**config.mk**
```make
export PLATFORM = sky130hd
export DESIGN_NAME = id_ext_ctrl
export DESIGN_NICKNAME = d
export VERILOG_FILES = /design/src/rtl/id_ext_ctrl.sv
export SDC_FILE = /design/constraint.sdc
export NUM_CORES = 1
export LEC_CHECK = 0
export CAP_MARGIN = 20
export CORE_MARGIN = 5
export CORE_UTILIZATION = 54
export DETAILED_ROUTE_END_ITERATION = 12
export HOLD_SLACK_MARGIN = 0.06
export PLACE_DENSITY = 0.82
export SLEW_MARGIN = 20
export SYNTH_ARGS = -nofsm -noshare
export SYNTH_HDL_FRONTEND = slang
export SYNTH_SLANG_ARGS = --single-unit
```
**constraint.sdc**
```tcl
create_clock -name clk -period 2.6 [get_ports clk]
set_input_delay 0.39 -clock clk [delete_from_list [all_inputs] [get_ports clk]]
set_output_delay 0.39 -clock clk [all_outputs]
set_load 0.05 [all_outputs]
```
**src/rtl/id_ext_ctrl.sv**
```systemverilog
// Decode-stage controller: classifies LoongArch32R opcodes into EXT_* immediate formats and
// registers instruction, PC and format into an output stage, with an optional 2-entry skid buffer.
module id_ext_ctrl #(
  parameter bit          SKID_EN = 1'b1,
  parameter int unsigned PC_W    = 32
) (
  input  logic            clk,
  input  logic            resetn,
  input  logic            flush,
  input  logic            in_valid,
  output logic            in_ready,
  input  logic [31:0]     in_inst,
  input  logic [PC_W-1:0] in_pc,
  output logic            out_valid,
  input  logic            out_ready,
  output logic [31:0]     out_inst,
  output logic [PC_W-1:0] out_pc,
  output logic [2:0]      out_ext_op,
  output logic            out_has_imm
);

  localparam logic [2:0] ExtNone   = 3'd0;
  localparam logic [2:0] Ext2Ri5U  = 3'd1;
  localparam logic [2:0] Ext2Ri12  = 3'd2;
  localparam logic [2:0] Ext2Ri12U = 3'd3;
  localparam logic [2:0] Ext1Ri20  = 3'd4;
  localparam logic [2:0] Ext2Ri16  = 3'd5;
  localparam logic [2:0] ExtI26    = 3'd6;
  localparam logic [2:0] Ext2Ri14  = 3'd7;

  logic            r_out_valid;
  logic [31:0]     r_out_inst;
  logic [PC_W-1:0] r_out_pc;
  logic [2:0]      r_out_ext_op;
  logic            r_out_has_imm;
  logic            r_skid_valid;
  logic [31:0]     r_skid_inst;
  logic [PC_W-1:0] r_skid_pc;
  logic [2:0]      r_skid_ext_op;
  logic            r_skid_has_imm;
  logic            r_in_ready;

  logic [2:0] w_ext_op;
  logic       w_has_imm;
  logic       w_out_take;
  logic       w_in_ready;
  logic       w_in_fire;

  // Priority decode: the first matching opcode class wins.
  always_comb begin
    w_ext_op = ExtNone;
    if (in_inst[31:15] inside {17'h00081, 17'h00089, 17'h00091}) begin
      w_ext_op = Ext2Ri5U;
    end else if (in_inst[31:22] inside {[10'h008:10'h00A], [10'h0A0:10'h0A2],
                                        [10'h0A4:10'h0A6], [10'h0A8:10'h0A9]}) begin
      w_ext_op = Ext2Ri12;
    end else if (in_inst[31:22] inside {[10'h00D:10'h00F]}) begin
      w_ext_op = Ext2Ri12U;
    end else if (in_inst[31:25] inside {7'h0A, 7'h0E}) begin
      w_ext_op = Ext1Ri20;
    end else if (in_inst[31:26] inside {6'h13, [6'h16:6'h1B]}) begin
      w_ext_op = Ext2Ri16;
    end else if (in_inst[31:26] inside {6'h14, 6'h15}) begin
      w_ext_op = ExtI26;
    end else if (in_inst[31:24] inside {8'h20, 8'h21}) begin
      w_ext_op = Ext2Ri14;
    end
    w_has_imm = (w_ext_op != ExtNone);
  end

  assign w_out_take = !r_out_valid || out_ready;
  assign w_in_ready = SKID_EN ? r_in_ready : w_out_take;
  assign w_in_fire  = in_valid && w_in_ready;

  always_ff @(posedge clk or negedge resetn) begin
    if (!resetn) begin
      r_out_valid    <= 1'b0;
      r_out_inst     <= '0;
      r_out_pc       <= '0;
      r_out_ext_op   <= ExtNone;
      r_out_has_imm  <= 1'b0;
      r_skid_valid   <= 1'b0;
      r_skid_inst    <= '0;
      r_skid_pc      <= '0;
      r_skid_ext_op  <= ExtNone;
      r_skid_has_imm <= 1'b0;
      r_in_ready     <= 1'b1;
    end else if (flush) begin
      r_out_valid  <= 1'b0;
      r_skid_valid <= 1'b0;
      r_in_ready   <= 1'b1;
    end else if (w_out_take) begin
      r_in_ready <= 1'b1;
      if (r_skid_valid) begin
        r_out_valid   <= 1'b1;
        r_out_inst    <= r_skid_inst;
        r_out_pc      <= r_skid_pc;
        r_out_ext_op  <= r_skid_ext_op;
        r_out_has_imm <= r_skid_has_imm;
        r_skid_valid  <= 1'b0;
      end else if (w_in_fire) begin
        r_out_valid   <= 1'b1;
        r_out_inst    <= in_inst;
        r_out_pc      <= in_pc;
        r_out_ext_op  <= w_ext_op;
        r_out_has_imm <= w_has_imm;
      end else begin
        r_out_valid <= 1'b0;
      end
    end else begin
      // Output stalled: a new beat can only park in the skid entry.
      r_in_ready <= !(r_skid_valid || w_in_fire);
      if (w_in_fire) begin
        r_skid_valid   <= 1'b1;
        r_skid_inst    <= in_inst;
        r_skid_pc      <= in_pc;
        r_skid_ext_op  <= w_ext_op;
        r_skid_has_imm <= w_has_imm;
      end
    end
  end

  assign in_ready    = w_in_ready;
  assign out_valid   = r_out_valid;
  assign out_inst    = r_out_inst;
  assign out_pc      = r_out_pc;
  assign out_ext_op  = r_out_ext_op;
  assign out_has_imm = r_out_has_imm;

endmodule

```
==> results.toml, run 1 <==
[global_route]
grt_antenna_before_repair = 0
grt-ovfl-total = 0
grt_max_degree = 75
grt_pass1_vias = 4474
grt_use_total_pct = 21.0
grt_first_pass_wirelength_um = 22100

[worst_setup_path]
r2r-start = "in_ready"
worstPathCellList = "clkdlybuf4s50_1"
cp.required_ns = 2.21
cpLargestDelayFamily = "buffers and inverters"
end_kind = "output port"
cp_data_arrival_time_ns = 1.86
cp.depth = 1
worstSetupPathType = "register to output port"
rr_worst_depth = 4
path_buf_inv = 1
crit_start = "in_ready"
crit_path_max_incr_delay_ns = 0.81
worst-path-max-fanout = 3
crit_slowest_cell = "clkdlybuf4s50_1"
worstSetupStartpointType = "register"

[layout]
n_antenna_cell = 0
fin_nets = 696
fin_cells = 775
num-fill-cells = 756
drive_gt1_share_pct = 17.2
syn_to_final_growth_pct = 33.8

[sta]
report.final.slew_viol_count = 0
slew_headroom_pct = 54.8
skew_ns = 0.00616
finalWorstPathRequiredPeriod_ns = 2.25
rsz0062_at_grt = "no"
max_clock_freq_ghz = 0.444
fin_crit_sh_pct = 86.6
hold_viol = 0
setup_tns_ns = 0
worstMarginPinSlew_ns = 0.678
setup_viol = 0

[route]
wire_per_inst_um = 17.2
via_per_inst = 5.40
drc = 0
vias = 4183
drt_wl_total_um = 13300
dr.pass1.iters = 4
drt_iter0_drc = 229
drtAntennaViolNets = 0

[yosys]
ys_seq_area_share_pct = 58.1
synthCells = 491
ys_types = 35
synth_edf_count = 0
ys.flop_type = "dfrtp_1"
syn_avg_cell_area_um2 = 12.2
synthArstFlopShare_pct = 100
synth.area.top_cells = "dfrtp_1 58%, mux2_2 12%, mux2i_1 11%, o21ai_1 5.1%, nand2_1 4.4%"
syn-cell-area_um2 = 5990
yosys-top-cells-count = "138 x dfrtp_1, 71 x nand2_1, 65 x mux2_2, 64 x mux2i_1, 61 x o21ai_1"
synth_most_common_cell = "dfrtp_1"
syn-num-nets = 560
synth.top_cell.area_share_pct = 57.6
ys_ff_latch = 139
synth_top_area_cell = "dfrtp_1"
ys_warn_count = 0

[placement]
placed_cells = 747
gp_congestion = 0.759
hpwl_um = 9060
io_buffers = 138

[hold_path]
min_path_cells = 2
worstHoldPathType = "register to register"
min-delay-start = "out_inst[24]"

[clocking]
clk_pin_slew_ns = 0.06
cts_buffers = 17
clock-root-buffer = "clkbuf_8"
post_cts_buffers = 0
tritoncts = "yes"
cts_buffer_depth = 2
cts_sinks = 139
htreeDepth = 4
clk-insertion-delay-late_ns = 0.51

[power_and_ir_drop]
leakagePower_nw = 3.31
power_mw = 6.65
ir_worst_vdd_mv = 0.402
intPower_mw = 4.54
p_comb_share_pct = 26.9
switchingPower_mw = 2.11
p_clk_share_pct = 29.9
cellPowerDensity_nw_per_um2 = 829
pwr-share-seq_pct = 43.2
switching_share_pct = 31.7

[floorplan]
dieWidth_um = 115
start_util_pct = 55.3
ios = 139
fp.dieH_um = 115
core-area_um2 = 10800
row_count = 38
fp.dieArea_um2 = 13300

[outcome]
outcome = "completed"

[run]
maxCapViolCount = 0
[cell usage in the layout (no fill, tap or decap), types with 2 or more instances in the layout]
cell type        count
mux2_2              65
nor2_1               8
buf_4                4
clkbuf_1             4
nor3_1               6
nand3_1              2
nand2_1             71
inv_1                4
clkbuf_8             3
buf_12               6
clkbuf_16           16
nor2b_1              2
mux2i_1             64
o21ai_0             11
dfrtp_1            137
clkdlybuf4s50_1    137
nor3b_1              2
nor4b_1              2
clkinv_2             3
o21ai_1             61
a21oi_1              6
[area by class of cell]
class                      count  area [µm²]  share of cell area [%]
clock buffer                  23         457                    5.70
clock inverter                 4        22.5                   0.281
inverter                       4        15.0                   0.187
multi-input combinational    316        2320                    29.0
sequential                   139        3480                    43.4
tap                          140         175                    2.18
timing repair buffer         149        1540                    19.2
[power by group through the flow]
stage          clock network (mW)  registers [mW]  logic (mW)
2_1_floorplan                   0            3.47       0.516
3_3_place_gp                    0            2.87        1.75
3_5_place_dp                    0            2.90        1.80
4_1_cts                      2.04            2.87        1.81
5_1_grt                      2.14            2.93        1.91
6_report                     1.99            2.87        1.79
[stage by stage]
stage                     area, µm²  hold slack (ns)  setup slack [ns]  util, %
final                          8020            0.482             0.349     74.0
after global routing           8020            0.510             0.309     74.0
after CTS                      8020            0.488             0.321     74.0
after detailed placement       7530            0.460             0.385     69.4
after global placement         7530            0.456             0.371     69.4
after floorplan                5990           0.0944             0.765        -
[state kept, by name (all words and copies together), names as in the netlist]
register        cells
out_inst           32
out_pc             32
r_skid_inst        32
r_skid_pc          32
out_ext_op          3
r_skid_ext_op       3
in_ready            1
out_has_imm         1
out_valid           1
r_skid_has_imm      1
r_skid_valid        1
[repair_timing]
item                                    4_1_cts  5_1_grt
endpoints found under the setup margin        0        0
hold endpoints to repair                     70        0
gates resized for setup                       0        0
hold buffers                                  1        0
[per-layer routing]
layer  GRT usage, %  wire length [µm]  vias up
li1               -                 -     1992
met1           27.4              5790     2055
met2           33.5              6380      118
met3           6.68               939       18
met4           7.04               199        0
met5              0                 0        -
[final timing paths]
check,to,slack [ns]
worst min-delay path,out_inst[24],0.48
min in group asynchronous,out_pc[5],0.49
worst max register to register,out_inst[14],0.87
worst min register to register,out_inst[24],0.48
max in group asynchronous,out_inst[4],1.42
worst max-delay path,in_ready,0.35
[kinds of logic after synthesis]
logic type	synth area share [%]
and+or+nand+nor	7.66
DFF	58.1
buffers and inverters	3.38
muxes	22.9
AOI/OAI and AO/OA	8.00
No activity file was read; power rests on OpenSTA's default activity.
==> run 2, diff against run 1 <==
--- a/config.mk
+++ b/config.mk
@@ -7,10 +7,11 @@
 export LEC_CHECK = 0
 export CAP_MARGIN = 20
 export CORE_MARGIN = 5
-export CORE_UTILIZATION = 54
+export CORE_UTILIZATION = 55
 export DETAILED_ROUTE_END_ITERATION = 12
+export DONT_BUFFER_PORTS = 1
 export HOLD_SLACK_MARGIN = 0.06
-export PLACE_DENSITY = 0.82
+export PLACE_DENSITY = 0.67
 export SLEW_MARGIN = 20
 export SYNTH_ARGS = -nofsm -noshare
 export SYNTH_HDL_FRONTEND = slang
==> results.toml, run 2 (synthesized netlist as in run 1, its figures left out) <==
[sta]
slew_headroom_pct = 51.8
max_clock_freq_ghz = 0.474
worstMarginPinSlew_ns = 0.723
timing.hold.ws_ns = -0.428
setup_tns_ns = 0
finalWorstPathRequiredPeriod_ns = 2.11
setup_viol = 0
finalWorstSetupSlack_ns = 0.488
report.final.slew_viol_count = 0
skew_ns = 0.00938
hold_viol = 139
fin_crit_sh_pct = 81.2
rsz0062_at_grt = "no"

[power_and_ir_drop]
p_clk_share_pct = 38.2
switching_share_pct = 30.3
leakagePower_nw = 3.09
switchingPower_mw = 2.05
ir_worst_vdd_mv = 0.505
pwr-share-seq_pct = 52.0
p_comb_share_pct = 9.8
intPower_mw = 4.72
cellPowerDensity_nw_per_um2 = 918

[clocking]
cts_buffers = 17
ctsHoldBuffers = 65
cts_sinks = 139
cts_buffer_depth = 2
clk_pin_slew_ns = 0.06
clock-root-buffer = "clkbuf_8"
tritoncts = "yes"
clk-insertion-delay-late_ns = 0.51
post_cts_resized = 0
htreeDepth = 4

[global_route]
grt_pass1_vias = 4185
grt_max_degree = 140
grt_use_total_pct = 20.4
grt_first_pass_wirelength_um = 21200
grt_antenna_before_repair = 0
grt-ovfl-total = 0

[worst_setup_path]
worst-path-max-fanout = 72
cp.required_ns = 2.98
worstSetupPathType = "register to register"
cpLargestDelayFamily = "flip-flops"
end_kind = "register"
crit_slowest_cell = "dfstp_2"
worstPathCellList = "a21oi_2 -> or3_4 -> buf_12 -> nand2_1 -> o21ai_1"
worstSetupStartpointType = "register"
path_buf_inv = 1
cp_data_arrival_time_ns = 2.50
crit_path_max_incr_delay_ns = 0.72

[placement]
gp_congestion = 0.720
place_ws_ns = 0.461
hpwl_um = 7660
io_buffers = 0

[layout]
fin_nets = 618
drive_gt1_share_pct = 20.1
n_antenna_cell = 0
syn_to_final_growth_pct = 23.2
layout_commonest_cell = "dfrtp_1"
final_cell_mix = "137 x dfrtp_1, 71 x nand2_1, 65 x mux2_2, 65 x dlygate4sd3_1, 64 x mux2i_1"

[floorplan]
fp.dieH_um = 114
start_util_pct = 55.8
dieWidth_um = 114
core-area_um2 = 10700
fp.dieArea_um2 = 13100
ios = 139
row_count = 38

[outcome]
outcome = "finished, violations left"
violations = "hold timing"

[route]
via_per_inst = 5.45
dr.pass1.iters = 5
drt_iter0_drc = 216
vias = 3829
drtAntennaViolNets = 0
drt_wl_total_um = 12500
wire_per_inst_um = 17.8
drc = 0

[hold_path]
worstHoldPathType = "primary input to asynchronous set/reset pin"

[run]
maxCapViolCount = 0
==> run 2: cell count changes in the layout (fill, tap and decap cells not counted), sizes merged <==
cell / previous run / this run
clkdlybuf4s50: 137 / 0
buf: 11 / 6
dlygate4sd3: 1 / 65
inv: 4 / 5
clkinvlp: 1 / 3
bufinv: 0 / 4
clkinv: 3 / 1
==> run 2: path summary, 6_finish.rpt <==
kind	cells past startpoint	startpoint	endpoint	slack [ns]
setup / recovery	5	in_ready	out_pc[8]	0.49
hold / removal	0	resetn	out_pc[8]	-0.43
setup reg to reg	5	in_ready	out_pc[8]	0.49
hold reg to reg	1	r_skid_pc[17]	r_skid_pc[17]	0.50
max in group asynchronous	0	resetn	in_ready	2.80
min in group clk	2	in_inst[15]	out_inst[15]	0.08
==> run 2: worst reg2reg max path: stages (launching register included) <==
cell and delay (ns):
dfstp_2 0.72, a21oi_2 0.13, or3_4 0.60, buf_12 0.32, nand2_1 0.14, o21ai_1 0.07
==> run 2: through the flow <==
| stage | hold slack [ns] | total power, mW | instances | cell area [µm²] | utilization, % |
|---|---|---|---|---|---|
| after floorplan | 0.0944 | 3.99 | 491 | 5990 | - |
| after global placement | 0.0985 | 4.09 | 605 | 6080 | 56.6 |
| after detailed placement | 0.0977 | 4.15 | 605 | 6080 | 56.6 |
| after CTS | -0.454 | 6.85 | 702 | 7380 | 68.7 |
| after global routing | -0.465 | 7.09 | 702 | 7380 | 68.7 |
| final | -0.428 | 6.78 | 702 | 7380 | 68.7 |
==> run 2: area by class of cell <==
| cell class | instances | area, µm² |
|---|---|---|
| timing repair buffer | 71 | 733 |
| multi-input combinational | 316 | 2320 |
| clock inverter | 9 | 156 |
| fill | 810 | 3360 |
| sequential | 139 | 3480 |
| inverter | 4 | 15.0 |
| clock buffer | 23 | 497 |
| tap | 140 | 175 |
==> run 2: timing repair <==
action                                 4_1_cts  5_1_grt
setup endpoints to repair                    0        0
setup buffers                                0        0
endpoints found under the hold margin      249      139
==> run 2: metal layers <==
metal / vias to the layer above / global-route usage, % / wire length (µm)
met3: 8 / 8.14 / 1100
met1: 1881 / 26.0 / 5350
met2: 101 / 32.2 / 5960
met5: - / 0 / 0
li1: 1839 / - / -
met4: 0 / 6.49 / 88
==> run 2: power by group through the flow <==
stage                     clock network, mW  registers [mW]  logic (mW)
after floorplan                           0            3.47       0.516
after global placement                    0            3.54       0.548
after detailed placement                  0            3.56       0.582
after CTS                              2.65            3.53       0.672
after global routing                   2.74            3.59       0.758
final                                  2.59            3.52       0.665
==> run 3, diff against run 2 <==
==> constraint.sdc (replaced) <==
create_clock -name clk -period 2 [get_ports clk]
set_input_delay 0.3 -clock clk [delete_from_list [all_inputs] [get_ports clk]]
set_output_delay 0.3 -clock clk [all_outputs]
set_load 0.05 [all_outputs]
==> results.toml, run 3 (synthesized netlist as in run 1, its figures left out) <==
[sta]
rsz0062_at_grt = "no"
finalWorstSetupSlack_ns = 0.279
fin_crit_sh_pct = 86.0
max_clock_freq_ghz = 0.581
slew_headroom_pct = 64.0
hold_viol = 139
timing.hold.ws_ns = -0.524
setup_tns_ns = 0
skew_ns = 0.00647
report.final.slew_viol_count = 0
worstMarginPinSlew_ns = 0.540
finalWorstPathRequiredPeriod_ns = 1.72
setup_viol = 0

[power_and_ir_drop]
p_comb_share_pct = 10.3
cellPowerDensity_nw_per_um2 = 1170
switching_share_pct = 30.8
pwr-share-seq_pct = 53.0
intPower_mw = 5.98
ir_worst_vdd_mv = 0.669
p_clk_share_pct = 36.7
leakagePower_nw = 3.11
switchingPower_mw = 2.66

[floorplan]
fp.dieH_um = 114
ios = 139
fp.dieArea_um2 = 13100
core-area_um2 = 10700
dieWidth_um = 114
row_count = 38
start_util_pct = 55.8

[hold_path]
worstHoldPathType = "primary input to asynchronous set/reset pin"

[global_route]
grt_pass1_vias = 4338
grt_use_total_pct = 20.4
grt_antenna_before_repair = 0
grt-ovfl-total = 0
grt_first_pass_wirelength_um = 21100
grt_max_degree = 140

[layout]
fin_area_um2 = 7380
syn_to_final_growth_pct = 23.2
n_antenna_cell = 0
final_cell_mix = "137 x dfrtp_1, 71 x nand2_1, 66 x dlygate4sd3_1, 65 x mux2_2, 64 x mux2i_1"
fin_nets = 621
fin_util_pct = 68.7
drive_gt1_share_pct = 19.8
layout_commonest_cell = "dfrtp_1"

[clocking]
cts_sinks = 139
ctsHoldBuffers = 66
cts_buffers = 17
clk-insertion-delay-late_ns = 0.52
cts_buffer_depth = 2
tritoncts = "yes"
clock-root-buffer = "clkbuf_8"
post_cts_resized = 0
clk_pin_slew_ns = 0.06
post_cts_buffers = 0
htreeDepth = 4

[worst_setup_path]
worst-path-max-fanout = 39
rr_worst_depth = 5
end_kind = "register"
r2r-end = "out_pc[1]"
path_buf_inv = 1
cp.depth = 5
crit_slowest_cell = "dfstp_2"
cp_data_arrival_time_ns = 2.11
crit_path_max_incr_delay_ns = 0.55
cpLargestDelayFamily = "simple AND/OR/NAND/NOR gates"
worstPathCellList = "a21oi_2 -> or3_4 -> buf_12 -> nand2_1 -> o21ai_1"
r2r-start = "in_ready"
cp.required_ns = 2.39
worstSetupStartpointType = "register"
worstSetupPathType = "register to register"
ff2ff_setup_slack_ns = 0.28

[route]
drt_iter0_drc = 247
vias = 3954
dr.pass1.iters = 4
wire_per_inst_um = 17.9
via_per_inst = 5.61
drc = 0
drt_wl_total_um = 12600
drtAntennaViolNets = 0

[run]
maxCapViolCount = 0

[placement]
hpwl_um = 7680
gp_congestion = 0.718
io_buffers = 0
placed_area_um2 = 6120
place_ws_ns = 0.270

[outcome]
outcome = "finished, violations left"
violations = "hold timing"
run 3: cell count changes in the layout (fill, tap and decap cells not counted):
cell and change:
bufinv_16 -1, clkinvlp_4 -3, buf_12 +2, dlygate4sd3_1 +1, clkbuf_1 +3, clkbuf_8 -1
inv_6 -1, clkinv_2 +3
run 3: worst max path at each step:
stage | start | slack (ns) | end
2_1_floorplan | out_valid | 0.16 | r_skid_inst[0]
3_5_place_dp | in_ready | 0.27 | out_pc[26]
6_report | in_ready | 0.28 | out_pc[1]
5_1_grt | in_ready | 0.18 | out_pc[26]
3_3_place_gp | in_inst[20] | 0.26 | out_has_imm
4_1_cts | in_ready | 0.26 | out_pc[26]
run 3: layout make-up:
cell class | instances | area, µm²
flip-flops and latches | 139 | 3480
fillers | 800 | 3360
multi-input cells | 316 | 2320
repair buffers | 74 | 783
clock buffers | 25 | 494
well taps | 140 | 175
clock inverters | 7 | 110
inverters | 4 | 15.0
run 3: worst reg2reg max path, delay by kind of cell (launching register included):
family	cells	cell delay, ns
AO/OA/AOI/OAI	2	0.16
buffers and inverters	1	0.28
flip-flops	1	0.55
AND/OR/NAND/NOR	2	0.63
run 3: layer usage:
metal | global-route usage, % | part of all wire (%)
met2 | 33.9 | 49
met3 | 8.09 | 8.1
met1 | 24.3 | 41
met4 | 6.57 | 1.5
met5 | 0 | 0
run 3: power by group through the flow:
stage	clock [mW]	sequential [mW]	combinational [mW]
2_1_floorplan	0	4.51	0.670
5_1_grt	3.36	4.66	1.01
4_1_cts	3.23	4.59	0.893
3_3_place_gp	0	4.60	0.725
3_5_place_dp	0	4.64	0.772
6_report	3.17	4.58	0.888
run 3: through the flow:
step | hold WS [ns] | instances | power (mW)
global placement | 0.00770 | 607 | 5.33
finish | -0.524 | 705 | 8.64
detailed placement | 0.00768 | 607 | 5.41
CTS | -0.544 | 705 | 8.71
global route | -0.553 | 705 | 9.03
floorplan | 0.00441 | 491 | 5.19
